$ cat src/rtl/spi_multichan_receiver.sv
// Purpose: SPI slave receiver that turns MISO into NUM_CH channel words per frame (DATA_W data bits per SLOT_W-bit slot).
// Latency: a word appears on the outputs directly after the posedge that samples its last data bit.
// Backpressure: none. The outputs are strobes (ch_valid/frame_valid) and the consumer must take them in the cycle they are high.
//
// Ports:
//   reset        async active-low clear of all state and outputs
//   serial_clk   SPI clock, all sampling on posedge
//   chip_select  active-low select; high = idle, or abort when a frame is in progress
//   miso         serial data in
//   mosi         tied low (receive-only)
//   data_out     last complete frame, channel k at [k*DATA_W +: DATA_W]
//   ch_data      most recent channel word, tagged by ch_id and strobed by ch_valid
//   frame_valid  one-cycle pulse when data_out takes a new frame
//   frame_error  one-cycle pulse when chip_select rises in the middle of a frame
module spi_multichan_receiver #(
   parameter int DATA_W    = 16,
   parameter int SLOT_W    = 32,
   parameter int NUM_CH    = 2,
   parameter int MSB_FIRST = 1,
   localparam int CH_W     = (NUM_CH > 1) ? $clog2(NUM_CH) : 1
) (
   input  logic                     reset,
   input  logic                     serial_clk,
   input  logic                     chip_select,
   input  logic                     miso,
   output logic                     mosi,
   output logic [NUM_CH*DATA_W-1:0] data_out,
   output logic [DATA_W-1:0]        ch_data,
   output logic [CH_W-1:0]          ch_id,
   output logic                     ch_valid,
   output logic                     frame_valid,
   output logic                     frame_error
);

   localparam int BIT_W   = (SLOT_W > 1) ? $clog2(SLOT_W) : 1;
   localparam int SLOT_M1 = SLOT_W - 1;
   localparam int DATA_M1 = DATA_W - 1;
   localparam int CH_M1   = NUM_CH - 1;

   // Data-bit comparisons use one extra bit because DATA_W can equal SLOT_W.
   localparam logic [BIT_W:0]   DATA_LIM  = DATA_W[BIT_W:0];
   localparam logic [BIT_W:0]   DATA_LAST = DATA_M1[BIT_W:0];
   localparam logic [BIT_W-1:0] BIT_LAST  = SLOT_M1[BIT_W-1:0];
   localparam logic [CH_W-1:0]  CH_LAST   = CH_M1[CH_W-1:0];

   logic [BIT_W-1:0]         bit_cnt;
   logic [CH_W-1:0]          ch_cnt;
   logic [DATA_W-1:0]        sr;
   logic [DATA_W-1:0]        word;
   logic [NUM_CH*DATA_W-1:0] staging;
   logic [NUM_CH*DATA_W-1:0] frame_word;
   logic                     in_data;
   logic                     last_data;
   logic                     last_bit;
   logic                     last_ch;

   assign mosi = 1'b0;

   assign in_data   = ({1'b0, bit_cnt} < DATA_LIM);
   assign last_data = ({1'b0, bit_cnt} == DATA_LAST);
   assign last_bit  = (bit_cnt == BIT_LAST);
   assign last_ch   = (ch_cnt == CH_LAST);

   // Shift result that includes the miso bit sampled on this edge. The capture logic uses this
   // value directly, so the completed word is visible one edge earlier than it would be from sr.
   assign word = (MSB_FIRST != 0) ? {sr[DATA_W-2:0], miso} : {miso, sr[DATA_W-1:1]};

   // The final channel bypasses staging, so data_out takes the whole frame in one update.
   always_comb begin
      frame_word = staging;
      frame_word[(NUM_CH-1)*DATA_W +: DATA_W] = word;
   end

   always_ff @(posedge serial_clk or negedge reset) begin
      if (!reset) begin
         bit_cnt     <= '0;
         ch_cnt      <= '0;
         sr          <= '0;
         staging     <= '0;
         data_out    <= '0;
         ch_data     <= '0;
         ch_id       <= '0;
         ch_valid    <= 1'b0;
         frame_valid <= 1'b0;
         frame_error <= 1'b0;
      end else begin
         ch_valid    <= 1'b0;
         frame_valid <= 1'b0;
         frame_error <= 1'b0;
         if (chip_select) begin
            bit_cnt     <= '0;
            ch_cnt      <= '0;
            sr          <= '0;
            staging     <= '0;
            // Nonzero counters mean a frame was in progress. After the first CS-high edge the
            // counters are zero, so a long idle produces only one pulse.
            frame_error <= (bit_cnt != '0) || (ch_cnt != '0);
         end else begin
            if (in_data) begin
               sr <= word;
            end
            if (last_data) begin
               ch_data  <= word;
               ch_id    <= ch_cnt;
               ch_valid <= 1'b1;
               staging[ch_cnt*DATA_W +: DATA_W] <= word;
               if (last_ch) begin
                  data_out    <= frame_word;
                  frame_valid <= 1'b1;
               end
            end
            // When the last slot of a frame ends, both counters return to zero and the next
            // frame starts on the following edge.
            if (last_bit) begin
               bit_cnt <= '0;
               ch_cnt  <= last_ch ? '0 : ch_cnt + 1'b1;
            end else begin
               bit_cnt <= bit_cnt + 1'b1;
            end
         end
      end
   end

endmodule
$ cat config.mk
export PLATFORM = sky130hd
export DESIGN_NAME = spi_multichan_receiver
export DESIGN_NICKNAME = d
export VERILOG_FILES = /design/src/rtl/spi_multichan_receiver.sv
export SDC_FILE = /design/constraint.sdc
export NUM_CORES = 1
export LEC_CHECK = 0
export ABC_AREA = 1
export CORE_MARGIN = 2
export CORE_UTILIZATION = 45
export DETAILED_ROUTE_END_ITERATION = 8
export HOLD_SLACK_MARGIN = 0.1
export PLACE_DENSITY = 0.69
export SETUP_SLACK_MARGIN = 0.05
export SKIP_LAST_GASP = 1
export SLEW_MARGIN = 20
export SYNTH_ARGS = -nofsm -noshare
export SYNTH_HDL_FRONTEND = slang
export SYNTH_SLANG_ARGS = --single-unit
$ cat constraint.sdc
create_clock -name serial_clk -period 2.3 [get_ports serial_clk]
set_input_delay 0.23 -clock serial_clk [delete_from_list [all_inputs] [get_ports serial_clk]]
set_output_delay 0.23 -clock serial_clk [all_outputs]
set_load 0.02 [all_outputs]
==> run_results.csv <==
group,metric,value,unit
detailed_routing,drtIter0Drc,263,
synthesis,synthDistinctLibCells,22,
timing,setup_tns,0,ns
synthesis,ys_warn_count,0,
outcome,status,"finished clean",
synthesis,synth_area_leaders,"dfrtp_1 64%, nand2_1 14%, o21ai_0 7.0%",
timing,worst_pin_slew,0.5137,ns
detailed_routing,post-route-drc-count,0,
die,initial_core_util,45.78,%
die,design.core.area,0.007647,mm^2
placement,dp_hpwl,4954,um
global_route,grt_use_total,19.21,%
detailed_routing,wire_per_inst,13.99,um
cts,root_buffer,"clkbuf_8",
global_route,grt_pass1_vias,2482,
global_route,grt_max_degree,41,
cts,htree_levels,3,
synthesis,ys.flop_type,"dfrtp_1",
cells_and_area,drive_gt1_share,8.294,%
cts,clk_pin_slew,0.09,ns
critical_path,path_class,"reg -> reg",
critical_path,cp_slowest_cell,"dfrtp_1",
pwr,power,2745,uW
critical_path,crit_chain,"ha_1 -> nand2_1 -> nor2_1 -> ha_1 -> nand2_4 -> nor2_4 -> inv_4 -> nand2_1 -> nand2_1",
cells_and_area,area_growth,23.87,%
critical_path,max_stage_delay,0.41,ns
timing,slew_headroom,65.75,%
timing,period_needed,1.801,ns
synthesis,syn_inst,360,
synthesis,syn_nets,368,
synthesis,ys_top_cells_by_count,"126 x nand2_1, 89 x dfrtp_1, 49 x o21ai_0",
timing,finalHoldViolations,0,
synthesis,netlist_area,0.003501,mm^2
cts,ctsLongestPathBuffers,2,
critical_path,cp_common_cell,"nand2_1",
timing,skew,0.01235,ns
timing,drv_slew,0,
cts,cts.sink_count,89,
pwr,leakagePower,0.002129,uW
cts,tritoncts,"built",
cts,clock_latency,0.35,ns
timing,rsz0062_at_grt,"no",
global_route,grt_pass1_wl,12670,um
timing,fin_crit_sh,78.30,%
detailed_routing,postRouteAntennaNets,0,
die,io_pins,57,
synthesis,ys_ff_latch,89,
pwr,powerDensity,632.9,mW/mm^2
cells_and_area,fin_nets,425,
detailed_routing,viasPerCell,5.055,
detailed_routing,drt_wl_total,7331,um
die,dieArea,0.008501,mm^2
critical_path,crit_fanout,33,
cts,postCtsResizedCells,0,
synthesis,async_reset_ff_share,100.0,%
placement,io_buffers,55,
critical_path,worstSetupStartpointType,"flop",
critical_path,end_kind,"flop",
cells_and_area,multi_input_area,0.001076,mm^2
run,maxCapViolCount,0,
synthesis,synthDominantCellAreaShare,63.62,%
die,dieHeight,92.20,um
critical_path,cp.arrival,2.04,ns
timing,max_freq,0.5553,GHz
placement,gp_congestion,0.8461,
die,num_rows,32,
synthesis,synth_edf_count,0,
detailed_routing,num_vias,2649,
synthesis,ys_seq_area_share,63.62,%
pwr,vdd_ir_drop_max,0.3187,mV
synthesis,avgSynthCellArea,9.725,um^2
cells_and_area,diodes,0,
synthesis,yosys.area.top_type,"dfrtp_1",
hold_path,hold_class,"in -> async",
global_route,antenna_found_initial,0,
cells_and_area,register_area,0.002227,mm^2
die,fp.dieW,92.20,um
timing,finalSetupViolations,0,
synthesis,yosysMostFrequentCell,"nand2_1",
detailed_routing,first_pass_iters,5,
cts,cts_buffers,9,
cells_and_area,n_fill_cell,691,
global_route,grt-ovfl-total,0,
critical_path,critPathRequiredTime,2.54,ns
-- registers in the layout, summed over array words and instances, names as in the netlist --
name         flops
ch_data         16
frame_valid      1
sr              15
ch_cnt           1
staging         16
data_out        32
bit_cnt          5
ch_id            1
ch_valid         1
frame_error      1
-- cells in the final DEF, fill, tap and decap left out, drive strengths merged, types with 2 or more instances in the layout --
| cell type | instances |
|---|---|
| o21ai | 56 |
| dfrtp | 89 |
| inv | 11 |
| clkdlybuf4s50 | 54 |
| ha | 4 |
| clkinvlp | 2 |
| nand3 | 35 |
| clkinv | 2 |
| nor2 | 12 |
| nand2 | 127 |
| clkbuf | 11 |
| buf | 12 |
-- worst paths after layout --
path,endpoint,depth (start not counted),startpoint,slack (ns)
min in group serial_clk,data_out[5],2,data_out[5],0.48
min reg2reg,data_out[5],2,data_out[5],0.48
max in group asynchronous,data_out[9],3,reset,1.29
min,sr[2],2,reset,0.39
max,data_out[0],9,bit_cnt[0],0.50
max reg2reg,data_out[0],9,bit_cnt[0],0.50
-- routing by layer --
layer,track usage [%],share of wire (%)
met1,29.67,48
met2,26.47,45
met3,3.369,5.5
met4,8.582,1.1
met5,0,0
-- cell families after synthesis --
logic type               count (synthesis)  share of synthesized area (%)
AO/OA/AOI/OAI                           57                          8.220
adder cells (fa/ha/maj)                  4                          1.430
buffers and inverters                   32                          5.647
flip-flops                              89                          63.62
other                                    1                         0.1071
AND/OR/NAND/NOR                        177                          20.98
-- where the power goes --
part,switching (uW),internal [uW]
Combinational,69.4,30.0
Sequential,8.82,1570
Clock,534,528
-- through the flow --
stage / instances / hold WS (ns) / util, % / cell area (um^2) / setup WS [ns]
global placement: 505 / 0.2366 / 53.81 / 4115 / 0.3848
floorplan: 360 / -0.06559 / - / 3501 / 0.6679
detailed placement: 505 / 0.2405 / 53.81 / 4115 / 0.3141
finish: 524 / 0.3898 / 56.71 / 4337 / 0.4992
global route: 524 / 0.4514 / 56.71 / 4337 / 0.1892
CTS: 522 / 0.3901 / 56.51 / 4322 / 0.2925
-- cell type report --
type / instances / share of cell area, %
clock buffers: 11 / 3.260
clock inverters: 5 / 1.269
inverters: 11 / 1.010
multi-input cells: 239 / 24.81
flip-flops and latches: 89 / 51.36
well taps: 102 / 2.943
repair buffers: 67 / 15.35
-- worst max-delay path, delay by kind of cell, from the launching register on --
family	cells	cell delay, ns
flip-flops	1	0.41
AND/OR/NAND/NOR	6	0.64
buffers and inverters	1	0.18
adder cells (fa/ha/maj)	2	0.45
-- repair_timing --
item,in CTS,in global routing
hold buffers,1,0
endpoints found under the setup margin,0,2
endpoints found under the hold margin,38,0
buffers inserted,0,2
Power figures use the tool's default switching activity.
